--- src/rtl/mem_stage_pkg.sv ---
// Shared types and helpers for the MIPS memory stage.
package mem_stage_pkg;

    localparam int unsigned WORD_W = 32;
    localparam int unsigned REG_W  = 5;
    localparam logic [REG_W-1:0] RA_REG = 5'd31;

    typedef enum logic [1:0] {
        RUN  = 2'd0,
        WAIT = 2'd1,
        HALT = 2'd2
    } mem_state_t;

    // j/jal target: upper PC nibble, 26-bit index, word aligned
    function automatic logic [WORD_W-1:0] jump_target(input logic [3:0] pc_hi, input logic [25:0] index);
        return {pc_hi, index, 2'b00};
    endfunction

endpackage

--- src/rtl/mem_stage_if.sv ---
// EX/MEM latch fields, data-cache handshake and MEM-stage results.
interface mem_stage_if #(
    parameter int unsigned DATA_W = 32,
    parameter int unsigned CNT_W  = 32
);
    logic [DATA_W-1:0] pcMEM;
    logic [DATA_W-1:0] instrMEM;
    logic [DATA_W-1:0] immMEM;
    logic [DATA_W-1:0] rdat1MEM;
    logic [DATA_W-1:0] rdat2MEM;
    logic [DATA_W-1:0] resultMEM;
    logic              zeroMEM;
    logic              jmpMEM;
    logic              jmprMEM;
    logic              j_alMEM;
    logic              b_eqMEM;
    logic              b_neMEM;
    logic              rf_writeMEM;
    logic              reg_dstMEM;
    logic              memtoregMEM;
    logic              dRENMEM;
    logic              dWENMEM;
    logic              haltMEM;

    logic              dhit;
    logic [DATA_W-1:0] dmemload;
    logic              dmemREN;
    logic              dmemWEN;
    logic [DATA_W-1:0] dmemaddr;
    logic [DATA_W-1:0] dmemstore;

    logic              mem_stall;
    logic              pc_redirect;
    logic [DATA_W-1:0] npc_target;
    logic              flush;
    logic              wb_wen;
    logic [4:0]        wb_wsel;
    logic [DATA_W-1:0] wb_wdat;
    logic              halt_out;
    logic [CNT_W-1:0]  stall_cycles;

    // Upstream pipeline / cache / register-file side
    modport master (
        output pcMEM, instrMEM, immMEM, rdat1MEM, rdat2MEM, resultMEM,
        output zeroMEM, jmpMEM, jmprMEM, j_alMEM, b_eqMEM, b_neMEM,
        output rf_writeMEM, reg_dstMEM, memtoregMEM, dRENMEM, dWENMEM, haltMEM,
        output dhit, dmemload,
        input  dmemREN, dmemWEN, dmemaddr, dmemstore,
        input  mem_stall, pc_redirect, npc_target, flush,
        input  wb_wen, wb_wsel, wb_wdat, halt_out, stall_cycles
    );

    // Memory stage side
    modport slave (
        input  pcMEM, instrMEM, immMEM, rdat1MEM, rdat2MEM, resultMEM,
        input  zeroMEM, jmpMEM, jmprMEM, j_alMEM, b_eqMEM, b_neMEM,
        input  rf_writeMEM, reg_dstMEM, memtoregMEM, dRENMEM, dWENMEM, haltMEM,
        input  dhit, dmemload,
        output dmemREN, dmemWEN, dmemaddr, dmemstore,
        output mem_stall, pc_redirect, npc_target, flush,
        output wb_wen, wb_wsel, wb_wdat, halt_out, stall_cycles
    );

endinterface

--- src/rtl/mem_stage_branch_resolve.sv ---
// Combinational branch/jump resolution: taken flag, redirect target and pc+4.
module mem_stage_branch_resolve
    import mem_stage_pkg::*;
#(
    parameter int unsigned DATA_W = 32
) (
    input  logic              valid,
    input  logic [DATA_W-1:0] pc,
    input  logic [DATA_W-1:0] instr,
    input  logic [DATA_W-1:0] imm,
    input  logic [DATA_W-1:0] rdat1,
    input  logic              zero,
    input  logic              jmp,
    input  logic              jmpr,
    input  logic              b_eq,
    input  logic              b_ne,
    output logic              taken,
    output logic [DATA_W-1:0] npc_target,
    output logic [DATA_W-1:0] pc4
);

    logic [DATA_W-1:0] br_target;
    logic [DATA_W-1:0] j_target;

    assign pc4       = pc + DATA_W'(4);
    assign br_target = pc4 + (imm << 2);
    assign j_target  = DATA_W'(jump_target(pc4[DATA_W-1 -: 4], instr[25:0]));

    // jr beats j/jal, which beats a conditional branch
    always_comb begin
        taken      = valid & (jmp | jmpr | (b_eq & zero) | (b_ne & ~zero));
        npc_target = br_target;
        if (jmp)  npc_target = j_target;
        if (jmpr) npc_target = rdat1;
    end

endmodule

--- src/rtl/mem_stage.sv ---
// MIPS memory stage: D-cache handshake, control-transfer resolution, MEM/WB latch,
// sticky halt and memory-stall cycle counter.
module mem_stage
    import mem_stage_pkg::*;
#(
    parameter int unsigned DATA_W = WORD_W,
    parameter logic [4:0]  RA_REG = mem_stage_pkg::RA_REG,
    parameter int unsigned CNT_W  = 32
) (
    input  logic            CLK,
    input  logic            nRST,
    mem_stage_if.slave      bus
);

    mem_state_t        state;
    logic              bubble;
    logic              halted;
    logic              memop;
    logic              stall;
    logic              taken;
    logic [DATA_W-1:0] target;
    logic [DATA_W-1:0] pc4;

    logic              wb_load;
    logic              wen_nxt;
    logic [4:0]        wsel_nxt;
    logic [DATA_W-1:0] wdat_nxt;

    logic              wen_q;
    logic [4:0]        wsel_q;
    logic [DATA_W-1:0] wdat_q;
    logic              halt_q;
    logic [CNT_W-1:0]  stall_cnt_q;

    assign bubble = (bus.instrMEM == '0);
    assign halted = (state == HALT);
    assign memop  = (bus.dRENMEM | bus.dWENMEM) & ~bubble;
    assign stall  = memop & ~bus.dhit & ~halted;

    // Write wins when both request bits are set
    assign bus.dmemWEN   = bus.dWENMEM & ~bubble & ~halted;
    assign bus.dmemREN   = bus.dRENMEM & ~bus.dWENMEM & ~bubble & ~halted;
    assign bus.dmemaddr  = bus.resultMEM;
    assign bus.dmemstore = bus.rdat2MEM;
    assign bus.mem_stall = stall;

    mem_stage_branch_resolve #(.DATA_W(DATA_W)) u_branch_resolve (
        .valid      (~bubble & ~halted),
        .pc         (bus.pcMEM),
        .instr      (bus.instrMEM),
        .imm        (bus.immMEM),
        .rdat1      (bus.rdat1MEM),
        .zero       (bus.zeroMEM),
        .jmp        (bus.jmpMEM),
        .jmpr       (bus.jmprMEM),
        .b_eq       (bus.b_eqMEM),
        .b_ne       (bus.b_neMEM),
        .taken      (taken),
        .npc_target (target),
        .pc4        (pc4)
    );

    assign bus.pc_redirect = taken;
    assign bus.flush       = taken;
    assign bus.npc_target  = target;

    // Next MEM/WB contents; a stalled, bubbled or halted slot becomes all zero
    always_comb begin
        wb_load  = ~bubble & ~stall & ~halted;
        wsel_nxt = bus.j_alMEM ? RA_REG
                 : (bus.reg_dstMEM ? bus.instrMEM[15:11] : bus.instrMEM[20:16]);
        wdat_nxt = bus.memtoregMEM ? bus.dmemload
                 : (bus.j_alMEM ? pc4 : bus.resultMEM);
        wen_nxt  = bus.rf_writeMEM & (wsel_nxt != 5'd0);
    end

    always_ff @(posedge CLK) begin
        if (!nRST) begin
            state       <= RUN;
            wen_q       <= 1'b0;
            wsel_q      <= 5'd0;
            wdat_q      <= '0;
            halt_q      <= 1'b0;
            stall_cnt_q <= '0;
        end else begin
            case (state)
                RUN, WAIT: begin
                    if (stall) begin
                        state <= WAIT;
                    end else if (~bubble & bus.haltMEM) begin
                        state  <= HALT;
                        halt_q <= 1'b1;
                    end else begin
                        state <= RUN;
                    end
                end
                HALT:    state <= HALT;
                default: state <= RUN;
            endcase

            if (stall && (stall_cnt_q != '1)) begin
                stall_cnt_q <= stall_cnt_q + CNT_W'(1);
            end

            if (wb_load) begin
                wen_q  <= wen_nxt;
                wsel_q <= wsel_nxt;
                wdat_q <= wdat_nxt;
            end else begin
                wen_q  <= 1'b0;
                wsel_q <= 5'd0;
                wdat_q <= '0;
            end
        end
    end

    assign bus.wb_wen       = wen_q;
    assign bus.wb_wsel      = wsel_q;
    assign bus.wb_wdat      = wdat_q;
    assign bus.halt_out     = halt_q;
    assign bus.stall_cycles = stall_cnt_q;

endmodule
--- src/flat_wrapper.sv ---
// flat-port wrapper written by rule: the top's interface ports become plain ports
module mem_stage_flat import mem_stage_pkg::*;
#(
    parameter int unsigned DATA_W = WORD_W,
    parameter logic [4:0]  RA_REG = mem_stage_pkg::RA_REG,
    parameter int unsigned CNT_W  = 32
)
  (CLK, nRST, bus_pcMEM, bus_instrMEM, bus_immMEM, bus_rdat1MEM, bus_rdat2MEM, bus_resultMEM, bus_zeroMEM, bus_jmpMEM, bus_jmprMEM, bus_j_alMEM, bus_b_eqMEM, bus_b_neMEM, bus_rf_writeMEM, bus_reg_dstMEM, bus_memtoregMEM, bus_dRENMEM, bus_dWENMEM, bus_haltMEM, bus_dhit, bus_dmemload, bus_dmemREN, bus_dmemWEN, bus_dmemaddr, bus_dmemstore, bus_mem_stall, bus_pc_redirect, bus_npc_target, bus_flush, bus_wb_wen, bus_wb_wsel, bus_wb_wdat, bus_halt_out, bus_stall_cycles);
  mem_stage_if #(.DATA_W(DATA_W), .CNT_W(CNT_W)) bus_i ();
  input  logic CLK;
  input  logic nRST;
  input wire logic [$bits(bus_i.pcMEM)-1:0] bus_pcMEM;
  input wire logic [$bits(bus_i.instrMEM)-1:0] bus_instrMEM;
  input wire logic [$bits(bus_i.immMEM)-1:0] bus_immMEM;
  input wire logic [$bits(bus_i.rdat1MEM)-1:0] bus_rdat1MEM;
  input wire logic [$bits(bus_i.rdat2MEM)-1:0] bus_rdat2MEM;
  input wire logic [$bits(bus_i.resultMEM)-1:0] bus_resultMEM;
  input wire logic [$bits(bus_i.zeroMEM)-1:0] bus_zeroMEM;
  input wire logic [$bits(bus_i.jmpMEM)-1:0] bus_jmpMEM;
  input wire logic [$bits(bus_i.jmprMEM)-1:0] bus_jmprMEM;
  input wire logic [$bits(bus_i.j_alMEM)-1:0] bus_j_alMEM;
  input wire logic [$bits(bus_i.b_eqMEM)-1:0] bus_b_eqMEM;
  input wire logic [$bits(bus_i.b_neMEM)-1:0] bus_b_neMEM;
  input wire logic [$bits(bus_i.rf_writeMEM)-1:0] bus_rf_writeMEM;
  input wire logic [$bits(bus_i.reg_dstMEM)-1:0] bus_reg_dstMEM;
  input wire logic [$bits(bus_i.memtoregMEM)-1:0] bus_memtoregMEM;
  input wire logic [$bits(bus_i.dRENMEM)-1:0] bus_dRENMEM;
  input wire logic [$bits(bus_i.dWENMEM)-1:0] bus_dWENMEM;
  input wire logic [$bits(bus_i.haltMEM)-1:0] bus_haltMEM;
  input wire logic [$bits(bus_i.dhit)-1:0] bus_dhit;
  input wire logic [$bits(bus_i.dmemload)-1:0] bus_dmemload;
  output wire logic [$bits(bus_i.dmemREN)-1:0] bus_dmemREN;
  output wire logic [$bits(bus_i.dmemWEN)-1:0] bus_dmemWEN;
  output wire logic [$bits(bus_i.dmemaddr)-1:0] bus_dmemaddr;
  output wire logic [$bits(bus_i.dmemstore)-1:0] bus_dmemstore;
  output wire logic [$bits(bus_i.mem_stall)-1:0] bus_mem_stall;
  output wire logic [$bits(bus_i.pc_redirect)-1:0] bus_pc_redirect;
  output wire logic [$bits(bus_i.npc_target)-1:0] bus_npc_target;
  output wire logic [$bits(bus_i.flush)-1:0] bus_flush;
  output wire logic [$bits(bus_i.wb_wen)-1:0] bus_wb_wen;
  output wire logic [$bits(bus_i.wb_wsel)-1:0] bus_wb_wsel;
  output wire logic [$bits(bus_i.wb_wdat)-1:0] bus_wb_wdat;
  output wire logic [$bits(bus_i.halt_out)-1:0] bus_halt_out;
  output wire logic [$bits(bus_i.stall_cycles)-1:0] bus_stall_cycles;
  assign bus_i.pcMEM = bus_pcMEM;
  assign bus_i.instrMEM = bus_instrMEM;
  assign bus_i.immMEM = bus_immMEM;
  assign bus_i.rdat1MEM = bus_rdat1MEM;
  assign bus_i.rdat2MEM = bus_rdat2MEM;
  assign bus_i.resultMEM = bus_resultMEM;
  assign bus_i.zeroMEM = bus_zeroMEM;
  assign bus_i.jmpMEM = bus_jmpMEM;
  assign bus_i.jmprMEM = bus_jmprMEM;
  assign bus_i.j_alMEM = bus_j_alMEM;
  assign bus_i.b_eqMEM = bus_b_eqMEM;
  assign bus_i.b_neMEM = bus_b_neMEM;
  assign bus_i.rf_writeMEM = bus_rf_writeMEM;
  assign bus_i.reg_dstMEM = bus_reg_dstMEM;
  assign bus_i.memtoregMEM = bus_memtoregMEM;
  assign bus_i.dRENMEM = bus_dRENMEM;
  assign bus_i.dWENMEM = bus_dWENMEM;
  assign bus_i.haltMEM = bus_haltMEM;
  assign bus_i.dhit = bus_dhit;
  assign bus_i.dmemload = bus_dmemload;
  assign bus_dmemREN = bus_i.dmemREN;
  assign bus_dmemWEN = bus_i.dmemWEN;
  assign bus_dmemaddr = bus_i.dmemaddr;
  assign bus_dmemstore = bus_i.dmemstore;
  assign bus_mem_stall = bus_i.mem_stall;
  assign bus_pc_redirect = bus_i.pc_redirect;
  assign bus_npc_target = bus_i.npc_target;
  assign bus_flush = bus_i.flush;
  assign bus_wb_wen = bus_i.wb_wen;
  assign bus_wb_wsel = bus_i.wb_wsel;
  assign bus_wb_wdat = bus_i.wb_wdat;
  assign bus_halt_out = bus_i.halt_out;
  assign bus_stall_cycles = bus_i.stall_cycles;
  mem_stage #(.DATA_W(DATA_W), .RA_REG(RA_REG), .CNT_W(CNT_W)) u_core (.CLK(CLK), .nRST(nRST), .bus(bus_i));
endmodule
--- config.mk ---
export PLATFORM = sky130hd
export DESIGN_NAME = mem_stage_flat
export DESIGN_NICKNAME = d
export VERILOG_FILES = /design/src/rtl/mem_stage_pkg.sv /design/src/rtl/mem_stage_if.sv /design/src/rtl/mem_stage_branch_resolve.sv /design/src/rtl/mem_stage.sv /design/src/flat_wrapper.sv
export SDC_FILE = /design/constraint.sdc
export NUM_CORES = 1
export LEC_CHECK = 0
export CORE_AREA = 2 2 158 160
export DETAILED_ROUTE_END_ITERATION = 12
export DIE_AREA = 0 0 160 162
export GPL_TIMING_DRIVEN = 0
export PLACE_DENSITY = 0.63
export SETUP_SLACK_MARGIN = 0.05
export SLEW_MARGIN = 10
export SYNTH_ARGS = -nofsm -noshare
export SYNTH_HDL_FRONTEND = slang
export SYNTH_SLANG_ARGS = --single-unit
--- constraint.sdc ---
create_clock -name CLK -period 5 [get_ports CLK]
set_input_delay 1 -clock CLK [delete_from_list [all_inputs] [get_ports CLK]]
set_output_delay 1 -clock CLK [all_outputs]
set_load 0.02 [all_outputs]
Word level (Yosys, flattened, before mapping). Index checks and enable logic that the tools add are counted.

Reduce and logical (&&, ||, !) cells: 7. Muxes and demuxes: 9. $add $sub $neg: 3. Bitwise gates (word level): 26. Eq/ne operators: 3.

Operators with widths (count): $mux W32 (4); $add A32 B1 Y32 const B (1); $add A32 B3 Y32 const B (1); $add A32 B32 Y32 (1); $logic_not A32 Y1 (1); $ne A32 B32 Y1 const B (1); $and A1 B1 Y1 (16); $mux W5 (2); $not A1 Y1 (6); $reduce_bool A5 Y1 (1); $mux W2 (2); $or A1 B1 Y1 (4); $pmux W2 S2 (1); $reduce_and A3 Y1 (1); $eq A2 B1 Y1 const B (1); $eq A2 B2 Y1 const B (1); $logic_not A2 Y1 (1); $reduce_and A2 Y1 (1); $reduce_or A2 Y1 (1); $logic_and A1 B1 Y1 (1).

Register bits after elaboration: 73. Output and inout port bits: 172.

Longest topological paths before layout. Gate-level depths: netlist (run 1).

Depth after elaboration: 9. Mapped depth: 16. Depth with buffers taken out: 15.

Cells and area by module. From an unflattened synthesis (run 1), not the netlist that was laid out.

Cell total of the unflattened synthesis: 883. Area total of the unflattened synthesis: 6740.2 µm².

Modules (own cells, without submodules): mem_stage (area an instance 4057.6 µm², instances 1, cells an instance 494); mem_stage_branch_resolve (area an instance 2682.6 µm², instances 1, cells an instance 389).

Worst setup path before layout (run 1). Ideal clock, no wire load.

Path kind: input -> output. Start: input port bus_pcMEM[5]. End: output port bus_npc_target[28]. Arrival: 4.044 ns. Cell stages on the path: 14. Required time: 4.000 ns. Path buffers: 1. Setup slack: -0.044 ns. Path through: and4_1 -> clkbuf_1 -> and3_1 -> nand4_1 -> xnor2_1 -> ha_1 -> o21ai_0 -> o211ai_1 -> o211ai_2 -> a211oi_1 -> o22ai_2 -> nor2_1 -> mux2_2 -> a221oi_1.

Word-level cells in the longest chain between the ends: 4.

RTL lines: start: declaration (RTL line flat_wrapper.sv:12) `input wire logic [$bits(bus_i.pcMEM)-1:0] bus_pcMEM;`; $add A32 B3 Y32 (*) (RTL line mem_stage_branch_resolve.sv:25) `assign pc4 = pc + DATA_W'(4);`; $add A32 B32 Y32 (RTL line mem_stage_branch_resolve.sv:26) `assign br_target = pc4 + (imm << 2);`; $mux W32 (*) (RTL line mem_stage_branch_resolve.sv:33) `if (jmp) npc_target = j_target;`; $mux W32 (*) (RTL line mem_stage_branch_resolve.sv:34) `if (jmpr) npc_target = rdat1;`; end: declaration (RTL line flat_wrapper.sv:38) `output wire logic [$bits(bus_i.npc_target)-1:0] bus_npc_target;`.

Every way passes the cells marked *; elsewhere a longest branch is shown, timed or not.

Final worst setup path (run 1).
Start: input port bus_pcMEM[14]. End: output port bus_npc_target[31].

The elaborated chain is that of the path after synthesis.

==> results.toml, run 1 <==
[outcome]
status = "complete, but fails checks"
violations = "setup timing"

[power_and_ir_drop]
p_comb_share_pct = 47.0
swShare_pct = 34.4
powerDensity_nw_per_um2 = 190
seqPwrFrac_pct = 25.4
p_leak_nw = 5.08
p_sw_mw = 0.833
clock_power_share_pct = 27.7
internal_power_mw = 1.59
ir_worst_vdd_uv = 140

[sta]
fin_crit_ns = 5.20
hold_viol = 0
slew_viol_final = 0
slew_headroom_pct = 47.3
rsz0062_at_grt = "true"
setup_ws_ns = -0.199
totalNegativeSetupSlack_ns = -0.759
fin_skew_ns = 0.00724
setup_viol = 9
fmax_mhz = 192
worst_pin_slew_ns = 0.790
period_share_pct = 104

[die]
io-pin-count = 411
die_area_sq_um = 25900
die_y_um = 162
die_x_um = 160
initial_core_util_pct = 28.8
fp-row-count = 57
core_area_sq_um = 24100

[clocking]
cts_root_buf = "clkbuf_16"
cts_sinks = 73
cts_tree = "yes"
clk_latency_ns = 0.35
clk_path_buf_depth = 2
htree_levels = 3
ctsHoldBuffers = 0
numCtsBuffers = 9
clk_pin_slew_ns = 0.06

[grt]
grt_max_degree = 14
grt_overflow_total = 0
grt_antenna_before_repair = 7
grt_pass1_wl_mm = 48.6
grt_pass1_vias = 8360
grt_usage_pct = 24.6

[drt]
drc = 0
dr_wl_met3_mm = 2.36
highest_layer = "met5"
met1_length_mm = 12.6
drt_pass1_iterations = 4
vias = 8216
wl_per_cell_um = 19.9
met2WireLength_mm = 17.3
routed_via_density = 4.91
postRouteAntennaNets = 0
drtIter0Drc = 449
finalWirelength_mm = 33.3

[placement]
place_area_sq_um = 11100
io_buffer_count = 372
gp_congestion = 0.926
hpwl_mm = 27.4

[critical_path]
critPathKind = "in2out"
cp.required_ns = 4.00
end_kind = "output port"
cp_slowest_cell = "or3_4"
crit_fanout = 6
crit_chain = "buf_8 > and4_4 > nand4_4 > or3_4 > nor2_4 > nand3_4 > xnor2_4 > ha_4 > and2_4 > o21a_1 > o21ai_2 > o21bai_2 > mux2i_1 > and4b_1 > xnor2_1 > o21ai_1 > buf_4"
cp_slowest_stage_delay_ns = 0.49
startpoint_type = "primary input"
arrival_ns = 4.20

[final_layout]
final_nets = 1615
layout_common_cells = "325 x clkdlybuf4s50_1, 128 x buf_4, 93 x nand2_1"
postLayoutCellArea_sq_um = 12700
fillCellCount = 2329
drive_gt1_share_pct = 25.6
final_common_cell = "clkdlybuf4s50_1"
syn_to_final_growth_pct = 83.3

[synth]
synth_ff_type = "dfxtp_1"
ys_ff_latch = 73
synth_cell_types = 78
synthArstFlopShare_pct = 0
synth_nets = 1178
synth_edf_count = 0
ys_seq_area_share_pct = 21.0
syn_area_sq_um = 6950
postSynthCellCount = 900
yosysWarnings = 0
syn_area_per_cell_sq_um = 7.72

[min_path]
worstHoldPathType = "reg2reg"

[flow_run]
maxCapViolations = 0
[power groups by stage]
stage                     clock [mW]  sequential, mW  combinational [mW]
after global routing           0.715           0.615                1.21
after floorplan                    0           0.652               0.472
after CTS                      0.690           0.613                1.08
final                          0.669           0.613                1.14
after detailed placement           0           0.626               0.973
after global placement             0           0.626               0.970
[timing repair]
item | in CTS | in global routing
resized for setup | 319 | 52
setup buffers | 47 | 11
setup endpoints to repair | 27 | 24
pin swaps | 62 | 43
[through the flow]
stage / hold slack, ns / power, mW / setup WS [ns] / utilization (%) / std cells
floorplan: 0.547 / 1.12 / 0.0610 / - / 900
global placement: 0.501 / 1.60 / -1.81 / 46.0 / 1596
detailed placement: 0.498 / 1.60 / -1.82 / 46.0 / 1596
CTS: 0.513 / 2.39 / -0.138 / 51.4 / 1655
global route: 0.532 / 2.54 / -0.367 / 52.8 / 1671
finish: 0.498 / 2.42 / -0.199 / 52.8 / 1672
[critical path, delay by kind of cell]
kind / cells / cell delay (ns)
and+or+nand+nor: 7 / 1.61
AOI/OAI and AO/OA: 4 / 0.54
xor gates and xnor gates: 2 / 0.29
adders and majority gates: 1 / 0.28
buffers and inverters: 2 / 0.27
muxes: 1 / 0.19
[synth_stat cells (all sizes together) (16+ instances only)]
cell type / count / area, sq um
a21oi: 54 / 270
xnor2: 58 / 508
ha: 38 / 475
nand3: 33 / 190
nor2: 81 / 304
clkbuf: 29 / 109
xor2: 23 / 201
nand4: 17 / 134
nor3: 16 / 95.1
nand2: 98 / 375
mux2: 17 / 191
buf: 74 / 537
dfxtp: 73 / 1460
inv: 24 / 90.1
o21ai: 43 / 215
and2: 36 / 225
mux2i: 32 / 320
[routing by layer]
metal	vias up	GRT usage, %
li1	3980	-
met4	2	8.52
met5	-	0
met2	322	45.9
met3	52	6.36
met1	3860	27.0
[path summary, 6_finish.rpt]
kind / cells past startpoint / to / start / slack, ns
worst min-delay path: 1 / u_core.bus.halt_out / u_core.bus.halt_out / 0.50
worst max-delay path: 17 / bus_npc_target[31] / bus_pcMEM[14] / -0.20
worst min register to register: 1 / u_core.bus.halt_out / u_core.bus.halt_out / 0.50
worst max register to register: 9 / u_core.bus.stall_cycles[3] / u_core.bus.stall_cycles[6] / 2.58
[flip-flops by register name, indices dropped and copies added (netlist names)]
signal	count
u_core.bus.wb_wsel	5
u_core.bus.wb_wdat	32
u_core.state	2
u_core.bus.halt_out	1
u_core.bus.stall_cycles	32
u_core.bus.wb_wen	1
[cell families after synthesis]
family	count (synthesis)	synth area share (%)
AND/OR/NAND/NOR	350	26.6
flip-flops	73	21.0
AO/OA/AOI/OAI	181	17.0
multiplexers	49	7.37
adder cells (fa/ha/maj)	39	7.13
XOR/XNOR	81	10.2
buffers and inverters	127	10.6
[area by class of cell]
type	count	area (sq um)	share of cell area, %
Antenna cell	6	15.0	0.118
Timing Repair Buffer	430	4170	32.7
Tap cell	324	405	3.18
Buffer	99	631	4.95
Multi-Input combinational cell	700	5660	44.4
Sequential cell	73	1460	11.5
Clock buffer	10	239	1.88
Inverter	24	90.1	0.708
Clock inverter	6	66.3	0.521
(Power assumes the default switching activity.)
==> run 2: changes to the inputs <==
CAP_MARGIN = 20   (was default)
RECOVER_POWER = 100   (was default)
==> results.toml, run 2 (same netlist as run 1, synthesis figures left out) <==
[final_layout]
layout_common_cells = "183 x clkdlybuf4s50_1, 142 x dlygate4sd3_1, 128 x buf_4"
final_nets = 1615
drive_gt1_share_pct = 24.4
syn_to_final_growth_pct = 81.7
utilization_pct = 52.4
fin_cells = 1672
postLayoutCellArea_sq_um = 12600
final_common_cell = "clkdlybuf4s50_1"

[sta]
slew_headroom_pct = 38.4
fin_skew_ns = 0.00550
setup_viol = 11
hold_viol = 0
rsz0062_at_grt = "true"
slew_viol_final = 0
period_share_pct = 104
fmax_mhz = 192
worst_pin_slew_ns = 0.916
setup_ws_ns = -0.215
fin_crit_ns = 5.22

[grt]
grt_overflow_total = 0
grt_usage_pct = 24.6
grt_pass1_vias = 8360
grt_pass1_wl_mm = 48.6
grt_max_degree = 14
grt_antenna_before_repair = 8

[die]
die_area_sq_um = 25900
fp-row-count = 57
io-pin-count = 411
core_area_sq_um = 24100
initial_core_util_pct = 28.8
die_y_um = 162
die_x_um = 160

[placement]
io_buffer_count = 372
gp_congestion = 0.926
place_area_sq_um = 11100
dp.cells = 1596
hpwl_mm = 27.4

[critical_path]
cp_slowest_cell = "or3_4"
critPathKind = "in2out"
crit_chain = "buf_8 > and4_4 > nand4_4 > or3_4 > nor2_4 > nand3_4 > xnor2_4 > ha_4 > and2_4 > o21a_1 > o21ai_2 > o21bai_2 > mux2i_1 > and4b_1 > xnor2_1 > o21ai_1 > buf_4"
cp.required_ns = 4.00
end_kind = "output port"
startpoint_type = "primary input"
arrival_ns = 4.22
crit_fanout = 6
cp_slowest_stage_delay_ns = 0.49

[clocking]
clk_path_buf_depth = 2
ctsHoldBuffers = 0
htree_levels = 3
cts_root_buf = "clkbuf_16"
numCtsBuffers = 9
cts_sinks = 73
clk_pin_slew_ns = 0.06
clk_latency_ns = 0.35
cts_tree = "yes"

[power_and_ir_drop]
powerDensity_nw_per_um2 = 189
finalPower_mw = 2.39
ir_worst_vdd_uv = 140
swShare_pct = 34.6
seqPwrFrac_pct = 25.6
p_sw_mw = 0.826
internal_power_mw = 1.56
p_comb_share_pct = 46.3
clock_power_share_pct = 28.0
p_leak_nw = 5.27

[drt]
drtIter0Drc = 517
drc = 0
drt_pass1_iterations = 5
finalWirelength_mm = 33.3
vias = 8175
postRouteAntennaNets = 0
wl_per_cell_um = 19.9
routed_via_density = 4.89

[outcome]
status = "complete, but fails checks"
violations = "setup timing"

[flow_run]
maxCapViolations = 0

[min_path]
worstHoldPathType = "reg2reg"
-- run 2: what timing repair did --
action,in CTS,in global routing
resized for setup,319,52
endpoints found under the setup margin,27,24
pin swaps,62,43
buffers inserted,47,11
-- run 2: power by group through the flow --
| stage | Sequential, mW | Clock, mW | Combinational, mW |
|---|---|---|---|
| 3_5_place_dp | 0.626 | 0 | 0.973 |
| 2_1_floorplan | 0.652 | 0 | 0.472 |
| 6_report | 0.612 | 0.669 | 1.11 |
| 5_1_grt | 0.614 | 0.715 | 1.18 |
| 3_3_place_gp | 0.626 | 0 | 0.970 |
| 4_1_cts | 0.613 | 0.690 | 1.08 |
-- run 2: final timing paths --
path / start / end / slack (ns) / cells past startpoint
worst max-delay path: bus_pcMEM[14] / bus_npc_target[31] / -0.22 / 17
worst min-delay path: u_core.bus.halt_out / u_core.bus.halt_out / 0.51 / 1
worst max register to register: u_core.state[1] / u_core.bus.stall_cycles[27] / 1.92 / 8
worst min register to register: u_core.bus.halt_out / u_core.bus.halt_out / 0.51 / 1
-- run 2: final cells by class --
type	count	area, sq um
clock inverter	6	66.3
sequential	73	1460
clock buffer	10	239
multi-input combinational	700	5570
fill	2344	11500
timing repair buffer	430	4160
buffer	99	619
inverter	24	90.1
antenna	6	15.0
tap	324	405
-- run 2: stage by stage --
step / setup slack [ns] / TNS, ns / hold slack, ns
6_report: -0.215 / -0.893 / 0.506
5_1_grt: -0.367 / -3.13 / 0.528
4_1_cts: -0.138 / -0.288 / 0.513
3_5_place_dp: -1.82 / -30.68 / 0.498
3_3_place_gp: -1.81 / -30.59 / 0.501
2_1_floorplan: 0.0610 / 0 / 0.547
-- run 2: worst max-delay path: cells and delay by family --
family | cells | cell delay [ns]
XOR/XNOR | 2 | 0.29
multiplexers | 1 | 0.19
adder cells (fa/ha/maj) | 1 | 0.28
AND/OR/NAND/NOR | 7 | 1.63
AO/OA/AOI/OAI | 4 | 0.54
buffers and inverters | 2 | 0.27
-- run 2: routing by layer --
metal	GRT usage [%]	share of wire, %	up-vias
li1	-	-	3967
met1	27.0	38	3840
met2	45.9	52	314
met3	6.36	6.9	50
met4	8.52	2.7	4
met5	0	0.084	-
